File: src/rtl/writeback_stage_p_pkg.sv
// Shared constants for the writeback stage and the load extender:
// result-select encodings and load funct3 codes.
package writeback_stage_p_pkg;

  localparam int unsigned RES_W = 2;
  localparam int unsigned F3_W  = 3;

  // Result source selected in writeback.
  typedef enum logic [RES_W-1:0] {
    RES_ALU = 2'b00,
    RES_MEM = 2'b01,
    RES_PC4 = 2'b10,
    RES_IMM = 2'b11
  } res_src_e;

  // Load size/sign codes (funct3 of the load opcode).
  localparam logic [F3_W-1:0] F3_LB  = 3'b000;
  localparam logic [F3_W-1:0] F3_LH  = 3'b001;
  localparam logic [F3_W-1:0] F3_LW  = 3'b010;
  localparam logic [F3_W-1:0] F3_LBU = 3'b100;
  localparam logic [F3_W-1:0] F3_LHU = 3'b101;

endpackage

File: src/rtl/load_extend.sv
// Combinational sub-word load extraction and sign/zero extension.
//   read_data : raw data-memory word
//   off       : byte offset within the word (address bits [1:0])
//   funct3    : load size/sign code
//   ext_data  : extracted, extended load value
module load_extend
  import writeback_stage_p_pkg::*;
#(
  parameter int unsigned XLEN = 32
) (
  input  logic [XLEN-1:0] read_data,
  input  logic [1:0]      off,
  input  logic [F3_W-1:0] funct3,
  output logic [XLEN-1:0] ext_data
);

  logic [7:0]  byte_sel;
  logic [15:0] half_sel;
  logic [31:0] word_sel;

  // Byte lane picked by the full offset.
  always_comb begin
    byte_sel = read_data[7:0];
    case (off)
      2'd0: byte_sel = read_data[7:0];
      2'd1: byte_sel = read_data[15:8];
      2'd2: byte_sel = read_data[23:16];
      2'd3: byte_sel = read_data[31:24];
      default: byte_sel = read_data[7:0];
    endcase
  end

  // Halfword lane uses off[1] only; misaligned halves never reach here.
  assign half_sel = off[1] ? read_data[31:16] : read_data[15:0];
  assign word_sel = read_data[31:0];

  always_comb begin
    ext_data = read_data;
    case (funct3)
      F3_LB:   ext_data = XLEN'($signed(byte_sel));
      F3_LH:   ext_data = XLEN'($signed(half_sel));
      F3_LW:   ext_data = XLEN'($signed(word_sel));
      F3_LBU:  ext_data = XLEN'(byte_sel);
      F3_LHU:  ext_data = XLEN'(half_sel);
      default: ext_data = read_data;
    endcase
  end

endmodule

File: src/rtl/writeback_stage_p.sv
// Writeback stage: MEM/WB pipeline register with stall/flush, load
// extraction, four-way result select, gated register-file write and a
// retired-instruction counter.
//   clk, rst            : clock, async active-high reset
//   stall_i, flush_i    : hold / bubble the WB register (flush wins)
//   *M inputs           : memory-stage instruction fields
//   ValidW, RegWriteW   : WB slot valid, gated rd write enable (never x0)
//   RdW, ResultW        : destination register and writeback data
//   InstRetW            : count of instructions captured into WB
module writeback_stage_p
  import writeback_stage_p_pkg::*;
#(
  parameter int unsigned XLEN      = 32,
  parameter int unsigned REGADDR_W = 5,
  parameter int unsigned CNT_W     = 64
) (
  input  logic                 clk,
  input  logic                 rst,
  input  logic                 stall_i,
  input  logic                 flush_i,
  input  logic                 ValidM,
  input  logic                 RegWriteM,
  input  logic [REGADDR_W-1:0] RdM,
  input  logic [RES_W-1:0]     ResultSrcM,
  input  logic [F3_W-1:0]      Funct3M,
  input  logic [XLEN-1:0]      ALU_ResultM,
  input  logic [XLEN-1:0]      ReadDataM,
  input  logic [XLEN-1:0]      PCPlus4M,
  input  logic [XLEN-1:0]      ImmExtM,
  output logic                 ValidW,
  output logic                 RegWriteW,
  output logic [REGADDR_W-1:0] RdW,
  output logic [XLEN-1:0]      ResultW,
  output logic [CNT_W-1:0]     InstRetW
);

  logic                 valid_q;
  logic                 reg_write_q;
  logic [REGADDR_W-1:0] rd_q;
  res_src_e             result_src_q;
  logic [F3_W-1:0]      funct3_q;
  logic [XLEN-1:0]      alu_result_q;
  logic [XLEN-1:0]      read_data_q;
  logic [XLEN-1:0]      pc_plus4_q;
  logic [XLEN-1:0]      imm_ext_q;
  logic [CNT_W-1:0]     inst_ret_q;
  logic [XLEN-1:0]      load_data;
  logic                 capture;

  assign capture = !stall_i && !flush_i;

  // MEM/WB register: flush loads a zeroed bubble, stall holds.
  always_ff @(posedge clk or posedge rst) begin
    if (rst) begin
      valid_q      <= 1'b0;
      reg_write_q  <= 1'b0;
      rd_q         <= '0;
      result_src_q <= RES_ALU;
      funct3_q     <= '0;
      alu_result_q <= '0;
      read_data_q  <= '0;
      pc_plus4_q   <= '0;
      imm_ext_q    <= '0;
    end else if (flush_i) begin
      valid_q      <= 1'b0;
      reg_write_q  <= 1'b0;
      rd_q         <= '0;
      result_src_q <= RES_ALU;
      funct3_q     <= '0;
      alu_result_q <= '0;
      read_data_q  <= '0;
      pc_plus4_q   <= '0;
      imm_ext_q    <= '0;
    end else if (!stall_i) begin
      valid_q      <= ValidM;
      reg_write_q  <= RegWriteM;
      rd_q         <= RdM;
      result_src_q <= res_src_e'(ResultSrcM);
      funct3_q     <= Funct3M;
      alu_result_q <= ALU_ResultM;
      read_data_q  <= ReadDataM;
      pc_plus4_q   <= PCPlus4M;
      imm_ext_q    <= ImmExtM;
    end
  end

  // Counts at capture time so a stalled instruction is counted once.
  always_ff @(posedge clk or posedge rst) begin
    if (rst) begin
      inst_ret_q <= '0;
    end else if (capture && ValidM) begin
      inst_ret_q <= inst_ret_q + CNT_W'(1);
    end
  end

  load_extend #(
    .XLEN(XLEN)
  ) u_load_extend (
    .read_data (read_data_q),
    .off       (alu_result_q[1:0]),
    .funct3    (funct3_q),
    .ext_data  (load_data)
  );

  // Result select straight from the registered fields.
  always_comb begin
    ResultW = alu_result_q;
    case (result_src_q)
      RES_ALU: ResultW = alu_result_q;
      RES_MEM: ResultW = load_data;
      RES_PC4: ResultW = pc_plus4_q;
      RES_IMM: ResultW = imm_ext_q;
      default: ResultW = alu_result_q;
    endcase
  end

  assign ValidW    = valid_q;
  assign RdW       = rd_q;
  assign RegWriteW = reg_write_q && valid_q && (rd_q != '0);
  assign InstRetW  = inst_ret_q;

endmodule

File: config.mk
export PLATFORM = sky130hd
export DESIGN_NAME = writeback_stage_p
export DESIGN_NICKNAME = d
export VERILOG_FILES = /design/src/rtl/writeback_stage_p_pkg.sv /design/src/rtl/load_extend.sv /design/src/rtl/writeback_stage_p.sv
export SDC_FILE = /design/constraint.sdc
export NUM_CORES = 1
export LEC_CHECK = 0
export BUFFER_PORTS_ARGS = -buffer_cell sky130_fd_sc_hd__buf_2
export CORE_ASPECT_RATIO = 0.9
export CORE_MARGIN = 2
export CORE_UTILIZATION = 50
export CTS_BUF_LIST = sky130_fd_sc_hd__clkbuf_2 sky130_fd_sc_hd__clkbuf_4 sky130_fd_sc_hd__clkbuf_8
export DETAILED_ROUTE_END_ITERATION = 6
export PLACE_DENSITY = 0.72
export SYNTH_ARGS = -nofsm -noshare
export SYNTH_HDL_FRONTEND = slang
export SYNTH_SLANG_ARGS = --single-unit
export TNS_END_PERCENT = 30
File: constraint.sdc
create_clock -name clk -period 17 [get_ports clk]
set_input_delay 0.85 -clock clk [delete_from_list [all_inputs] [get_ports clk]]
set_output_delay 0.85 -clock clk [all_outputs]
set_load 0.02 [all_outputs]
# After elaboration in Yosys (flattened, before gate mapping)
# Index checks and enable logic that the tools add are counted.
[totals]
register_bits = 204
word_cells = 53
inputBits = 144
[classes]
mux = 22
reduce_logical = 10
n_eq_ne = 10
add_sub_neg = 1
[op_table]
columns = ["op", "n"]
rows = [
  ["$mux W32", 8],
  ["$pmux W32 S4", 2],
  ["$add A64 B1 Y64 const B", 1],
  ["$pmux W8 S4", 1],
  ["$mux W16", 1],
  ["$mux W5", 2],
  ["$eq A2 B2 Y1 const B", 4],
  ["$eq A3 B3 Y1 const B", 2],
  ["$mux W3", 2],
  ["$reduce_bool A5 Y1", 1],
  ["$eq A2 B1 Y1 const B", 2],
  ["$logic_and A1 B1 Y1", 4],
  ["$logic_not A2 Y1", 2],
  ["$mux W1", 4],
  ["$mux W2", 2],
  ["$eq A3 B1 Y1 const B", 1],
  ["$logic_not A3 Y1", 1],
  ["$logic_not A1 Y1", 2],
  ["$ne A2 B1 Y1 const B", 1],
]

# Depth between registers and ports, before layout
# Gate-level depths: netlist (run 1).
[depth]
depth_word = 4
mapped_depth = 8
ltp_nobuf = 6

# Modules after synthesis
# From an unflattened synthesis (run 1), not the netlist that was laid out.
[hier_totals]
cells_unflattened = 891
hier_area_um2 = 10025.9
[modules_own_cells]
columns = ["module", "cells_each", "instances", "area_per_inst_um2"]
rows = [
  ["writeback_stage_p", 781, 1, 9376.5],
  ["load_extend", 110, 1, 649.4],
]

# Worst setup path after synthesis (run 1)
# Ideal clock, no wire load.
[synth_path]
kind = "reg2out"
startpoint = "register result_src_q[1]"
endpoint = "output ResultW[18]"
required_ns = 16.150
t_arrival_ns = 1.824
path_stages_with_launch = 8
slack_ns = 14.326
cell_sequence = "dfrtp_1 > clkbuf_1 > nor2b_1 > nor3b_1 > and2_1 > clkbuf_1 > clkbuf_1 > o22a_1"
[synth_between]
elab_chain_cells = 2
elab_cells_between_ends = 5
cone_classes = "3 x eq/ne; 1 x mux; 1 x reduce/logical"
[synth_rtl]
columns = ["item", "line_no", "text"]
rows = [
  ["from (decl)", "writeback_stage_p.sv:40", "res_src_e result_src_q;"],
  ["from (signal assigned)", "writeback_stage_p.sv:78", "result_src_q <= res_src_e'(ResultSrcM);"],
  ["$eq A2 B2 Y1, or another cell as far along", "writeback_stage_p.sv:108", "case (result_src_q)"],
  ["$pmux W32 S4 *", "writeback_stage_p.sv:108", ""],
  ["to (decl)", "writeback_stage_p.sv:33", "output logic [XLEN-1:0] ResultW,"],
]
# Every way passes the cells marked *; elsewhere a longest branch is shown, timed or not.

# Worst setup path after layout (run 1)
[layout_path]
startpoint = "register result_src_q[1]"
endpoint = "output ResultW[19]"
# Same word-level chain as after synthesis.

==> results.md, run 1 <==
- Worst setup SP type: flip-flop
- Layout area overhead: 20.3%
- Worst Skew: slightly below 0.01 ns
- Post-synthesis sequential area ratio: 51.3%
- CP Class: reg2out
- Top cells by instance count after synthesis: dfrtp_1, nor2_1, mux2i_1
- Crit share post-route: 22.5%
- TritonRoute pass-1 iters: 5
- Outcome: complete, no violations
- Die X: about 150 um
- # IOs: 247
- Synth Area in Adders: 0.126%
- Initial antenna violation count: 3
- Minimum clock period after layout: about 3.8 ns
- Non-filler instance count after layout: 1,450
- Htree depth: 2
- Final Cell Area: around 12,000 sq um
- Synth Area per Inst: 10.4 sq um
- Fraction of layout cells with a size suffix above 1: a little over a quarter
- Fmax: 261 MHz
- Synth Area in Compound Gates: under 10%
- # nets final: 1,324
- Ys Warns: 0
- GPL Wtd Cong: 0.913
- P_leak: ~0.0063 uW
- Global-route congestion overflow total: 0
- First-pass GRT wire length: 43.0 mm
- Max-cap violation count: 0
- Yosys cell types: 47
- Clk_lat worst skew: 0.49 ns
- TritonCTS sink count: 204
- Max FO, Critical Path: 16
- Post-layout util: around 62%
- Share of the synthesized area in the top cell type: between 50 and 60%
- Synth Cell Area: approximately 9900 sq um
- Clock Pin Slew Worst Setup and Hold Paths: 0.06 ns
- Post-synthesis xor/xnor area fraction: about 5.5%
- Max Buffers Root-to-Sink: 3
- DR vias/cell: 5.56
- Placed insts: 1,392
- # rows: 48
- Setup TNS: 0 ns
- Cell Pwr Density: ~94 nW/um^2
- Area contributors post-synth: dfrtp_1, mux2i_1, nor2_1, xnor2_1, a21oi_1
- Die Y: 138 um
- Fill count: about 1,700
- Total number of vias: 8,064
- Fin. Hold Viols: 0
- Area post-placement: approximately 11,000 sq um
- Overall global routing resource usage: 25.8%
- Hold_buf cts: 0
- TritonCTS buffer count: 35
- CTS tree: built
- Peak VDD IR: 0.0549 mV
- Endpoints failing setup: 0
- Final WL: 27.3 mm
- Crit. End Element: primary output
- Total core area: 19,300 sq um
- Postcts setup bufs: 0
- Post-synth EDFFs: 0
- Count leader, synth: dfrtp_1
- #FFs+latches synth: 204
- Post-DP HPWL: 19.0 mm
- Initial core utilization: about half
- Slew HR: 23.1%
- Die Area: 21,000 sq um
- Post-synth top flop: dfrtp_1
- Synth Area in Simple Gates: 17.0%
- Mux contribution to synthesized area: 16.2%
- WL per Instance: 18.8 um
- Fraction of registers with async set/reset: 100%
- RSZ-0062 raised after global routing: false
- Final ANT Viol Nets: 0
- Main combinational cell family by area after synthesis: simple AND/OR/NAND/NOR gates
- Final Max Slew Viols: 0
- Vias in the first global route: 7,766
- Worst-Margin Slew: 1.15 ns
- Min-Delay Path Class: reg2reg
- # DRC: 0
- Cells after Synth: 954
- Cell taking the most area after synthesis: dfrtp_1
- Largest net degree at the start of global routing: 130
- I/O Buffers: about 250
- Mapped Nets: 1,099
- Total power: between 1000 and 1500 uW
- CTS root buf: clkbuf_8
- Arrival @ worst endpoint: 2.98 ns
- WP data required: ~16 ns
- Iteration-0 DRC Markers: 568
- Resized Gates After CTS: 0
-- routing by layer --
layer,track usage (%),wire length (um)
met2,38.6,12200
met5,0,13
met1,37.6,12400
met3,6.48,2230
met4,6.79,493
-- sequential cells by signal, indices dropped and copies added, names as in the netlist --
signal and flops:
InstRetW 64, RdW 5, ValidW 1, alu_result_q 32, funct3_q 3, imm_ext_q 32, pc_plus4_q 32, read_data_q 32
reg_write_q 1, result_src_q 2
-- kinds of logic after synthesis --
kind of cell / Yosys count
AOI/OAI and AO/OA: 104
and+or+nand+nor: 353
adders and majority gates: 1
buffers and inverters: 71
DFF: 204
xor gates and xnor gates: 63
muxes: 158
-- critical path, cell delays in order, from the launching register on --
cell and delay (ns):
dfrtp_1 0.39, nor2b_1 0.66, nor3b_1 0.33, and2_1 0.65
o22a_1 0.27, buf_2 0.17
-- cells in the final DEF, fill, tap and decap left out, types with 3 or more instances in the layout --
cell type  count
buf_2        244
dfrtp_1      204
nor2_1       178
mux2i_1      153
xnor2_1       47
a21oi_1       44
nand2_1       43
clkbuf_8      40
nand3_1       27
and3_1        24
nand4_1       23
o22a_1        18
xor2_1        16
clkbuf_4      16
and2_1        13
o221ai_1      12
nor3_1        10
and4_1         9
nor2b_1        8
buf_4          7
inv_1          6
o211ai_1       6
a22oi_1        5
a211oi_1       4
a31oi_1        4
o21ai_0        4
diode_2        3
nand2b_1       3
mux2_2         3
-- layout make-up --
type | instances | area (sq um) | share of cell area, %
Clock buffer | 55 | 657 | 5.49
Tap cell | 250 | 313 | 2.61
Timing Repair Buffer | 252 | 1290 | 10.8
Inverter | 7 | 33.8 | 0.282
Antenna cell | 3 | 7.51 | 0.0627
Multi-Input combinational cell | 679 | 4560 | 38.1
Sequential cell | 204 | 5100 | 42.7
-- power breakdown --
group | leakage, uW | switching [uW] | internal, uW
Sequential | 0.00273 | 22.6 | 510
Clock | 0.000354 | 186 | 242
Combinational | 0.00317 | 96.0 | 63.4
Total | 0.00625 | 304 | 815
-- final timing paths --
kind | start | endpoint | slack (ns) | depth (start not counted)
setup / recovery | result_src_q[1] | ResultW[19] | 13.17 | 5
hold / removal | InstRetW[63] | InstRetW[63] | 0.47 | 1
setup reg to reg | InstRetW[25] | InstRetW[53] | 14.48 | 5
hold reg to reg | InstRetW[63] | InstRetW[63] | 0.47 | 1
max in group asynchronous | rst | pc_plus4_q[19] | 14.93 | 3
min in group asynchronous | rst | InstRetW[58] | 0.53 | 2
-- per-stage QoR --
stage / setup slack (ns) / hold WS [ns]
final: 13.17 / 0.475
after global routing: 12.99 / 0.492
after CTS: 13.14 / 0.480
after detailed placement: 13.72 / 0.471
after global placement: 13.78 / 0.471
after floorplan: 10.58 / 0.481
Note: power is estimated with default switching activity, not from simulation.
==> run 2, diff against run 1 <==
PLACE_DENSITY = 0.75   (was 0.72)
clock period = 3.1 ns   (was 17 ns; I/O delays follow)
==> results.md, run 2 (same netlist as run 1, synthesis figures left out) <==
- Outcome: complete, no violations
- Global-route congestion overflow total: 0
- TritonCTS buffer count: 36
- Fraction of layout cells with a size suffix above 1: 24.5%
- Min-Delay Path Class: in2reg
- WP data required: approximately 2.9 ns
- Fin. Hold Viols: 0
- Clk pwr share: between 30% and 40%
- Max Buffers Root-to-Sink: 3
- Endpoints failing setup: 0
- P_leak: 0.00691 uW
- TritonCTS sink count: 204
- Largest net degree at the start of global routing: 173
- Slowest cell on the critical path: inv_1
- Fmax: 345 MHz
- Resized Gates After CTS: 0
- Max stage delay on crit path: 0.46 ns
- Die Area: 21,000 sq um
- First-pass GRT wire length: 47.8 mm
- CTS root buf: clkbuf_8
- Most frequent cells in the layout: buf_2, dfrtp_1, nor2_1, mux2i_1, dlygate4sd3_1
- GPL Wtd Cong: between 0.8 and 0.9
- Crit share post-route: between 90% and 100%
- Total core area: 19,300 sq um
- Minimum clock period after layout: 2.90 ns
- CTS tree: built
- # nets final: 1,471
- Setup TNS: 0 ns
- Internal power: 4710 uW
- WP buf/inv: 3
- P_sw: 1810 uW
- CP Class: reg2out
- Vias in the first global route: about 9,000
- TritonRoute pass-1 iters: 5
- M3 GR Usage: under 10%
- Hold_buf cts: 141
- Post-DP HPWL: 18.9 mm
- Slew HR: a little under a third
- Worst setup SP type: flip-flop
- Worst Skew: 0.0173 ns
- # rows: 48
- Flop pwr share: 44.9%
- Peak VDD IR: 0.304 mV
- # DRC: 0
- I/O Buffers: 246
- Overall global routing resource usage: between 20% and 30%
- Most common cell on crit path: a21oi_1
- WL per Instance: 19.0 um
- Crit. End Element: primary output
- Number of flip-flops in the largest register: 64
- Met1 usage: 37.1%
- Max-cap violation count: 0
- Final ANT Viol Nets: 0
- Commonest non-fill, non-tap cell in the layout: buf_2
- CP cell instances: buf_4 -> inv_1 -> and3_1 -> a21oi_1 -> a21oi_1 -> o22a_1 -> buf_2
- Total number of vias: between 8,000 and 9,000
- Postcts setup bufs: 0
- GR Layer Usage met2: 46.5%
- Iteration-0 DRC Markers: 714
- Switching share of power: between 20% and 30%
- Arrival @ worst endpoint: 2.74 ns
- Die Y: approximately 140 um
- GR peak layer: met2
- Initial antenna violation count: 2
- Die X: ~150 um
- Hold slack: 0.0939 ns
- RSZ-0062 raised after global routing: false
- Cell Pwr Density: 482 nW/um^2
- Clock Pin Slew Worst Setup and Hold Paths: ~0.060 ns
- DR vias/cell: 5.52
- Final WL: 30.4 mm
- Comb power frac: 16.0%
- Htree depth: 2
- # IOs: 247
- Max FO, Critical Path: 42
- Kind of cell adding the most delay to the critical path: buffers and inverters
- Clk_lat worst skew: 0.52 ns
- Worst-Margin Slew: 1.04 ns
- Final Max Slew Viols: 0
- Initial core utilization: 51.4%
- Layout area overhead: 36.0%
## run 2: worst paths after layout
path                                 start              to  cells after the start  slack [ns]
setup / recovery           result_src_q[1]     ResultW[27]                      7        0.20
hold / removal                     flush_i   pc_plus4_q[0]                      2        0.09
setup reg to reg              InstRetW[12]    InstRetW[38]                      5        0.82
hold reg to reg               InstRetW[48]    InstRetW[48]                      1        0.48
max in group asynchronous              rst  pc_plus4_q[22]                      4        1.91
min in group asynchronous              rst          RdW[1]                      4        0.35
## run 2: cell type report
class / count / area [sq um]
sequential: 204 / 5100
fill: 1418 / 5820
inverter: 7 / 30.0
antenna: 2 / 5.00
multi-input combinational: 679 / 4560
clock inverter: 7 / 40.0
timing repair buffer: 398 / 2760
clock buffer: 55 / 701
tap: 250 / 313
## run 2: metal layers
metal | part of all wire [%] | up-vias
li1 | - | 4090
met1 | 41 | 4232
met2 | 47 | 421
met3 | 7.2 | 105
met4 | 4.8 | 0
met5 | 0 | -
## run 2: per-stage QoR
stage / total power (uW) / setup WS (ns) / util [%] / instances / area (sq um)
floorplan: 3500 / 0.301 / - / 954 / 9950
detailed placement: 3850 / 0.856 / 58.7 / 1397 / 11400
global placement: 3830 / 0.886 / 58.7 / 1397 / 11400
CTS: 6550 / 0.311 / 69.9 / 1600 / 13500
finish: 6520 / 0.203 / 69.9 / 1602 / 13500
global route: 6790 / 0.0349 / 69.9 / 1602 / 13500
## run 2: power by group through the flow
stage / Clock (uW) / Combinational, uW / Sequential [uW]
after floorplan: 0 / 535 / 2960
after global placement: 0 / 863 / 2960
after detailed placement: 0 / 877 / 2970
after CTS: 2610 / 1020 / 2920
after global routing: 2720 / 1130 / 2940
final: 2550 / 1040 / 2930
==> run 3, diff against run 2 <==
REMOVE_ABC_BUFFERS = 1   (was unset)
==> results.md, run 3 (same netlist as run 1, synthesis figures left out) <==
- Outcome: complete, no violations
- # rows: 48
- RSZ-0062 raised after global routing: false
- CTS root buf: clkbuf_8
- P_sw: 1840 uW
- Worst-Margin Slew: between 0.9 and 1 ns
- Wl on met1: 13.0 mm
- CTS tree: built
- Reg2reg end: InstRetW[38]
- WL per Instance: 18.8 um
- Layout area overhead: 36.9%
- # nets final: 1,475
- Clk pwr share: 40.6%
- Flop pwr share: 43.8%
- Cell Pwr Density: 490 nW/um^2
- GPL Wtd Cong: ~0.88
- Final Max Slew Viols: 0
- Reg2Reg Setup Slack: roughly 0.81 ns
- Slew HR: 35.9%
- Most frequent cells in the layout: buf_2, dfrtp_1, nor2_1, mux2i_1, dlygate4sd3_1
- Post-DP HPWL: 18.6 mm
- TritonRoute pass-1 iters: 5
- Final Cell Area: ~14,000 sq um
- Crit. End Element: primary output
- Endpoints failing setup: 0
- Iteration-0 DRC Markers: 654
- Non-filler instance count after layout: 1,606
- Fin. Hold Viols: 0
- Total power: 6670 uW
- WP data required: 2.94 ns
- Met2 wire length: 14.2 mm
- Vias in the first global route: between 9,000 and 10,000
- Worst Skew: 0.0340 ns
- Minimum clock period after layout: 2.95 ns
- Met3 WL: 2.37 mm
- Clock Pin Slew Worst Setup and Hold Paths: approximately 0.060 ns
- Placed insts: roughly 1,400
- Area post-placement: 11,400 sq um
- Slowest cell on the critical path: dfrtp_1
- Max Buffers Root-to-Sink: 3
- Fraction of layout cells with a size suffix above 1: 25.0%
- Internal power: 4830 uW
- Number of flip-flops in the largest register: 64
- Commonest non-fill, non-tap cell in the layout: buf_2
- Die Area: 21,000 sq um
- CP cell instances: buf_4 -> mux4_2 -> and2_1 -> o22a_1 -> buf_2
- Global-route congestion overflow total: 0
- P_leak: between 0.006 and 0.007 uW
- Initial core utilization: 51.4%
- Max-cap violation count: 0
- Max FO, Critical Path: 16
- TritonCTS buffer count: 37
- Overall global routing resource usage: 28.3%
- Switching share of power: 27.6%
- First-pass GRT wire length: 47.7 mm
- I/O Buffers: roughly 250
- Hold path endpoint: ValidW
- R2R cell count: 5
- DR vias/cell: 5.54
- Crit share post-route: ~95%
- Max stage delay on crit path: 0.53 ns
- Hold Startpoint: stall_i
- Worst setup SP type: flip-flop
- Fmax: about 340 MHz
- Htree depth: 2
- Worst Setup SP: alu_result_q[1]
- Total number of vias: 8,891
- Min-Delay Path Class: in2reg
- Die Y: 138 um
- Final ANT Viol Nets: 0
- Inserted Diodes: 0
- Arrival @ worst endpoint: 2.80 ns
- Die X: 153 um
- Peak VDD IR: 0.438 mV
- # DRC: 0
- Comb power frac: around 16%
- Clk_lat worst skew: 0.52 ns
- Hold slack: 0.182 ns
- CP Class: reg2out
- Hold path depth: 3
- Initial antenna violation count: 0
- Setup TNS: 0 ns
- Total core area: 19,300 sq um
- # IOs: ~250
- TritonCTS sink count: ~200
- Worst reg2reg path startpoint: InstRetW[7]
- Resized Gates After CTS: 0
- Largest net degree at the start of global routing: 104
- Final WL: 30.2 mm
- Top layer in use: met4
## run 3: per-layer routing
layer | track usage, % | vias to the layer above
met3 | 6.61 | 67
met1 | 37.9 | 4336
met4 | 9.05 | 0
met2 | 46.2 | 395
li1 | - | 4093
met5 | 0 | -
## run 3: worst max path at each step
| stage | to | slack [ns] | cells past startpoint |
|---|---|---|---|
| floorplan | InstRetW[0] | -2.62 | 1 |
| global placement | ResultW[27] | 0.78 | 5 |
| detailed placement | ResultW[27] | 0.70 | 5 |
| CTS | ResultW[27] | 0.14 | 5 |
| global route | ResultW[27] | 0.08 | 5 |
| finish | ResultW[27] | 0.15 | 5 |
## run 3: worst max-delay path, delay by kind of cell (launching register included)
family	cells	cell delay, ns
buf+inv	2	0.42
simple gates	1	0.49
compound gates	1	0.33
mux	1	0.50
flops	1	0.53
## run 3: layout make-up
cell class              count  area (sq um)
flip-flops and latches    204          5110
fillers                  1415          5730
repair buffers            401          2800
clock inverters             6          37.5
clock buffers              59           762
multi-input cells         679          4560
inverters                   7          33.8
well taps                 250           313
## run 3: stage by stage
step | setup WS (ns) | utilization, %
global placement | 0.780 | 59.0
floorplan | -2.62 | -
detailed placement | 0.696 | 59.0
CTS | 0.136 | 70.4
global route | 0.0785 | 70.4
finish | 0.145 | 70.4
## run 3: power groups by stage
stage          logic [uW]  registers, uW  clock network, uW
2_1_floorplan         445           2980                  0
3_3_place_gp          858           2960                  0
3_5_place_dp          871           2960                  0
4_1_cts              1020           2920               2750
5_1_grt              1120           2940               2870
6_report             1040           2920               2710
## run 3: timing repair
action                     4_1_cts  5_1_grt
hold buffers                   141        0
setup buffers                    0        0
setup endpoints to repair        0        0
hold endpoints to repair       234        0
